### src/rtl/instruction_fetch_pkg.sv
`default_nettype none
// +----------------------------------------------------------------------+
// | instruction_fetch_pkg                                                |
// | Shared core constants: fetch FSM encoding, reset vector, opcodes.    |
// | Revision: 1.0                                                        |
// +----------------------------------------------------------------------+
package instruction_fetch_pkg;

    localparam logic [31:0] C_RESET_VECTOR   = 32'h0000_0000;
    localparam int unsigned C_PREFETCH_DEPTH = 2;

    typedef logic [1:0] fetch_state_t;
    localparam fetch_state_t ST_READY = 2'd0;
    localparam fetch_state_t ST_WAIT  = 2'd1;
    localparam fetch_state_t ST_DRAIN = 2'd2;

    localparam logic [6:0] C_OPC_LOAD   = 7'b000_0011;
    localparam logic [6:0] C_OPC_OP_IMM = 7'b001_0011;
    localparam logic [6:0] C_OPC_STORE  = 7'b010_0011;
    localparam logic [6:0] C_OPC_OP     = 7'b011_0011;
    localparam logic [6:0] C_OPC_BRANCH = 7'b110_0011;
    localparam logic [6:0] C_OPC_JAL    = 7'b110_1111;

endpackage
`default_nettype wire

### src/rtl/instruction_fetch_prefetch_queue.sv
`default_nettype none
// +----------------------------------------------------------------------+
// | prefetch_queue                                                       |
// | Synchronous circular FIFO with push, pop, flush and occupancy count. |
// | Revision: 1.0                                                        |
// +----------------------------------------------------------------------+
module prefetch_queue #(
    parameter int unsigned DEPTH = 2,
    parameter int unsigned WIDTH = 32
) (
    input  logic                         clk,
    input  logic                         reset_n,
    input  logic                         push,
    input  logic [WIDTH-1:0]             push_data,
    input  logic                         pop,
    input  logic                         flush,
    output logic [WIDTH-1:0]             head_data,
    output logic [$clog2(DEPTH+1)-1:0]   count
);

    localparam int unsigned CW = $clog2(DEPTH + 1);
    localparam int unsigned PW = $clog2(DEPTH);

    logic [WIDTH-1:0] r_mem [DEPTH];
    logic [PW-1:0]    r_rd_ptr;
    logic [PW-1:0]    r_wr_ptr;
    logic [CW-1:0]    r_count;
    logic             w_full;
    logic             w_empty;
    logic             w_do_push;
    logic             w_do_pop;

    // Depth need not be a power of two, so pointers wrap explicitly.
    function automatic logic [PW-1:0] next_ptr(input logic [PW-1:0] p);
        return (p == PW'(DEPTH - 1)) ? '0 : p + PW'(1);
    endfunction

    assign w_full    = (r_count == CW'(DEPTH));
    assign w_empty   = (r_count == '0);
    assign w_do_pop  = pop && !w_empty;
    assign w_do_push = push && (!w_full || w_do_pop);

    always_ff @(posedge clk or negedge reset_n) begin
        if (!reset_n) begin
            r_rd_ptr <= '0;
            r_wr_ptr <= '0;
            r_count  <= '0;
        end else if (flush) begin
            r_rd_ptr <= '0;
            r_wr_ptr <= '0;
            r_count  <= '0;
        end else begin
            if (w_do_push) r_wr_ptr <= next_ptr(r_wr_ptr);
            if (w_do_pop)  r_rd_ptr <= next_ptr(r_rd_ptr);
            case ({w_do_push, w_do_pop})
                2'b10:   r_count <= r_count + CW'(1);
                2'b01:   r_count <= r_count - CW'(1);
                default: r_count <= r_count;
            endcase
        end
    end

    always_ff @(posedge clk) begin
        if (w_do_push && !flush) r_mem[r_wr_ptr] <= push_data;
    end

    assign head_data = r_mem[r_rd_ptr];
    assign count     = r_count;

endmodule
`default_nettype wire

### src/rtl/instruction_fetch.sv
`default_nettype none
// +----------------------------------------------------------------------+
// | instruction_fetch                                                    |
// | Single-outstanding prefetcher feeding the core from a word queue.    |
// | Revision: 1.0                                                        |
// +----------------------------------------------------------------------+
module instruction_fetch
    import instruction_fetch_pkg::*;
#(
    parameter logic [31:0] RESET_VECTOR   = C_RESET_VECTOR,
    parameter int unsigned PREFETCH_DEPTH = C_PREFETCH_DEPTH
) (
    input  logic        clk,
    input  logic        reset_n,
    input  logic [31:0] program_counter,
    input  logic        instruction_accept,
    output logic [31:0] program_memory_value,
    output logic        instruction_valid,
    output logic        fetch_request,
    output logic [31:0] fetch_address,
    input  logic        fetch_ready,
    input  logic        fetch_response_valid,
    input  logic [31:0] fetch_response_data
);

    localparam int unsigned CW = $clog2(PREFETCH_DEPTH + 1);

    fetch_state_t  r_state;
    fetch_state_t  w_state_next;
    logic [31:2]   r_fetch_pointer;
    logic [31:2]   r_stream_base;
    logic          w_redirect;
    logic          w_handshake;
    logic          w_push;
    logic          w_pop;
    logic          w_q_nonempty;
    logic [CW-1:0] w_q_count;
    logic [31:0]   w_q_head;
    logic          w_unused_pc;

    assign w_unused_pc  = ^program_counter[1:0];
    assign w_redirect   = (program_counter[31:2] != r_stream_base);
    assign w_q_nonempty = (w_q_count != '0);
    assign w_handshake  = fetch_request && fetch_ready;
    // A redirect in the response cycle discards the word instead of queueing it.
    assign w_push       = (r_state == ST_WAIT) && fetch_response_valid && !w_redirect;
    assign w_pop        = instruction_valid && instruction_accept;

    always_ff @(posedge clk or negedge reset_n) begin
        if (!reset_n) r_state <= ST_READY;
        else          r_state <= w_state_next;
    end

    always_comb begin
        w_state_next = r_state;
        case (r_state)
            ST_READY: if (w_handshake) w_state_next = ST_WAIT;
            ST_WAIT: begin
                if (fetch_response_valid) w_state_next = ST_READY;
                else if (w_redirect)      w_state_next = ST_DRAIN;
            end
            ST_DRAIN: if (fetch_response_valid) w_state_next = ST_READY;
            default:  w_state_next = ST_READY;
        endcase
    end

    always_comb begin
        fetch_request        = 1'b0;
        instruction_valid    = 1'b0;
        program_memory_value = 32'h0;
        if (reset_n && (r_state == ST_READY) && (w_q_count < CW'(PREFETCH_DEPTH)) && !w_redirect)
            fetch_request = 1'b1;
        if (w_q_nonempty && !w_redirect) begin
            instruction_valid    = 1'b1;
            program_memory_value = w_q_head;
        end
    end

    always_ff @(posedge clk or negedge reset_n) begin
        if (!reset_n) begin
            r_fetch_pointer <= RESET_VECTOR[31:2];
            r_stream_base   <= RESET_VECTOR[31:2];
        end else if (w_redirect) begin
            r_fetch_pointer <= program_counter[31:2];
            r_stream_base   <= program_counter[31:2];
        end else begin
            if (w_handshake) r_fetch_pointer <= r_fetch_pointer + 30'd1;
            if (w_pop)       r_stream_base   <= r_stream_base + 30'd1;
        end
    end

    assign fetch_address = {r_fetch_pointer, 2'b00};

    prefetch_queue #(
        .DEPTH (PREFETCH_DEPTH),
        .WIDTH (32)
    ) u_prefetch_queue (
        .clk       (clk),
        .reset_n   (reset_n),
        .push      (w_push),
        .push_data (fetch_response_data),
        .pop       (w_pop),
        .flush     (w_redirect),
        .head_data (w_q_head),
        .count     (w_q_count)
    );

endmodule
`default_nettype wire

### config.mk
export PLATFORM = sky130hd
export DESIGN_NAME = instruction_fetch
export DESIGN_NICKNAME = d
export VERILOG_FILES = /design/src/rtl/instruction_fetch_pkg.sv /design/src/rtl/instruction_fetch_prefetch_queue.sv /design/src/rtl/instruction_fetch.sv
export SDC_FILE = /design/constraint.sdc
export NUM_CORES = 1
export LEC_CHECK = 0
export ABC_CLOCK_PERIOD_IN_PS = 8000
export BUFFER_PORTS_ARGS = -buffer_cell sky130_fd_sc_hd__buf_2
export CORE_MARGIN = 10
export CORE_UTILIZATION = 59
export DETAILED_ROUTE_END_ITERATION = 12
export GPL_ROUTABILITY_DRIVEN = 1
export PLACE_DENSITY = 0.85
export SLEW_MARGIN = 20
export SYNTH_ARGS = -nofsm -noshare
export SYNTH_HDL_FRONTEND = slang
export SYNTH_SLANG_ARGS = --single-unit
### constraint.sdc
create_clock -name clk -period 8 [get_ports clk]
set_input_delay 0.4 -clock clk [delete_from_list [all_inputs] [get_ports clk]]
set_output_delay 0.4 -clock clk [all_outputs]
set_load 0.01 [all_outputs]
==> results.toml <==
[critical_path]
cp_slowest_cell = "nand4_1"
max_stage_delay_ns = 0.73
endpoint_kind = "output pin"
path_cells = "xor2_1, nor4_1, nand4_1, or2_2, buf_4, nor3_1, buf_2"
cp.arrival_ns = 3.93
worstSetupPathType = "register to output pin"
start_kind = "register"
crit_buf_inv = 2
worstPathMaxFanout = 55
crit_required_ns = 7.60
critPathTopFamily = "simple AND/OR/NAND/NOR gates"

[global_route]
grt_pass1_wl_microns = 26300
grt_usage_pct = 20.9
grt_antenna_before_repair = 1
grt_pass1_vias = 5041
grt_max_degree = 69
overflow = 0

[clocking]
cts_tree = "built"
holdBufCountCts = 0
h-tree-depth = 4
clk-insertion-delay-late_ns = 0.52
clock-sinks = 130
cts-buffers-inserted = 17
clkTransAtPathRegs_ns = 0.06
cts-root-buf = "clkbuf_8"
cts_resized = 0
clockBufferDepth = 2
cts_setup_buffers = 0

[die]
start_util_pct = 60.0
io_pins = 135
die_x_microns = 125
dieArea_sq_um = 15500
die_h_microns = 125
coreArea_sq_um = 10700
num_rows = 38

[power]
power_density_nw_per_um2 = 193
ir_drop_v = 0.000203
leakage_nw = 2.88

[routing]
ant_nets = 0
drc = 0
wirelength_microns = 16400
vias = 4867
viasPerCell = 5.94
drt_iter0_drc = 410
dr.pass1.iters = 5
wl_per_cell_microns = 20.0

[timing]
worstMarginPinSlew_ns = 1.05
min_period_ns = 4.33
fmax_ghz = 0.231
fin_ws_ns = 3.67
slew_headroom_pct = 29.3
finalClockSkew_ns = 0.00731
slew_viol_final = 0
post-route-period-util_pct = 54.2
finalSetupViolations = 0
finalHoldViolCount = 0
fin_setup_tns_ns = 0
grt_setup_unrepaired = "false"

[synth]
ys_ff_latch = 130
synth_edf_count = 64
yosys_warnings = 0
synth_top_family_by_area = "simple AND/OR/NAND/NOR gates"
synth_xor_area_share_pct = 12.4
synth_fa_ha_area_share_pct = 0.582
synth_most_common_cell = "dfrtp_1"
synth_ff_type = "dfrtp_1"
ys_async_sr_fraction_pct = 50.8
yosysTopAreaCellShare_pct = 29.8
synth-simple-area-share_pct = 14.6
seq_area_frac_synth_pct = 55.4
synth_commonest_cells = "dfrtp_1 (66), edfxtp_1 (64), xor2_1 (46), xnor2_1 (45), nor3_1 (40)"
synth_top_cell_by_area = "edfxtp_1"
synth_mux_area_share_pct = 10.6
synth_compound_area_share_pct = 4.25
synth.avg_cell_area_sq_um = 12.0
netlist_instances = 537
synth_area_sq_um = 6440
yosys-top-cells-area = "edfxtp_1 (30%), dfrtp_1 (26%), xor2_1 (6.3%)"
ys_types = 41

[run]
cap_violations = 0

[layout]
syn_to_final_growth_pct = 19.7
nNetsFinal = 739
fill_cells = 757
final_layout_size_suffix_gt1_share_pct = 31.1

[status]
status = "complete, no violations"

[min_path]
min-delay-path-class = "primary input to register"

[placement]
place_hpwl_microns = 11500
pre_cts_ws_ns = 4.23
io_buffer_count = 130
place_congestion = 0.897
==> registers in the layout (all words and copies together), names as in the netlist <==
register	cells
u_prefetch_queue.count	2
u_prefetch_queue.r_rd_ptr	1
u_prefetch_queue.r_wr_ptr	1
u_prefetch_queue.r_mem	64
r_state	2
r_fetch_pointer	30
r_stream_base	30
==> through the flow <==
stage	std cells	hold WS (ns)	instance area (sq um)	total power, W	util (%)
after floorplan	538	0.104	6450	0.000795	-
after global placement	788	0.558	7220	0.000844	67.2
after detailed placement	788	0.575	7220	0.000849	67.2
after CTS	819	0.0391	7710	0.00150	71.8
after global routing	819	0.0402	7710	0.00154	71.8
final	820	0.0624	7710	0.00149	71.8
==> layer usage <==
layer  part of all wire [%]  vias to the layer above  global-route usage, %
li1                       -                     2236                      -
met1                     39                     2380                   24.0
met2                     49                      216                   34.4
met3                    9.3                       35                   7.87
met4                    2.3                        0                   8.29
met5                      0                        -                      0
==> kinds of logic (layout without fill, tap and decap cells) <==
| kind of cell | after synthesis | after routing |
|---|---|---|
| fa+ha+maj | 3 | 3 |
| flops | 130 | 130 |
| other cells | 1 | 3 |
| mux | 64 | 64 |
| buf+inv | 31 | 172 |
| xor+xnor | 91 | 91 |
| simple gates | 165 | 165 |
| compound gates | 52 | 52 |
==> path summary, 6_finish.rpt <==
check,startpoint,end,slack (ns),cells after the start
min in group asynchronous,reset_n,r_fetch_pointer[15],0.09,2
max reg2reg,r_stream_base[26],u_prefetch_queue.r_mem[0][24],4.55,6
min,fetch_response_valid,r_state[1],0.06,2
max in group asynchronous,reset_n,u_prefetch_queue.r_rd_ptr,7.31,2
max,r_stream_base[26],program_memory_value[18],3.67,7
min reg2reg,u_prefetch_queue.r_wr_ptr,u_prefetch_queue.r_wr_ptr,0.59,2
==> layout make-up <==
cell class                      count  area [sq um]  share of cell area (%)
Clock buffer                       19           422                    5.47
Sequential cell                   130          3570                    46.3
Antenna cell                        1          2.50                  0.0324
Multi-Input combinational cell    377          2750                    35.7
Clock inverter                     12          70.1                   0.909
Tap cell                          140           175                    2.27
Inverter                            4          15.0                   0.195
Timing Repair Buffer              137           703                    9.12
==> worst reg2reg max path: stages, from the launching register on <==
cell and delay [ns]:
dfrtp_1 0.44, xor2_1 0.16, nor4_1 0.41, nand4_1 0.73
or2_2 0.73, nor3b_2 0.21, buf_4 0.40
==> power by group <==
part / total (W) / switching (W) / internal [W]
Combinational: 0.0000976 / 0.0000528 / 0.0000448
Sequential: 0.000740 / 0.0000219 / 0.000719
Clock: 0.000648 / 0.000276 / 0.000372
Total: 0.00149 / 0.000351 / 0.00114
==> layout by cell type, fill, tap and decap left out, types with 2 or more instances in the layout <==
cell,count
clkinvlp_4,4
o21ai_0,34
dfrtp_1,65
nor3_2,3
nor2_2,2
nor4_2,3
inv_1,4
ha_1,3
mux2i_1,32
conb_1,2
buf_2,130
clkbuf_1,2
clkinv_2,4
and3_1,7
clkinv_1,3
a21oi_1,2
clkbuf_16,16
mux2_2,32
nand4_1,20
nand2b_1,3
nor3_1,40
buf_4,7
and4_1,9
or2_2,2
and2_1,2
edfxtp_1,64
nand3_1,22
xor2_1,46
nor2_1,18
nand2_1,18
nor3b_2,2
nor4_1,9
o21ai_1,11
xnor2_1,45
o31ai_1,2
Power figures use the tool's default switching activity.
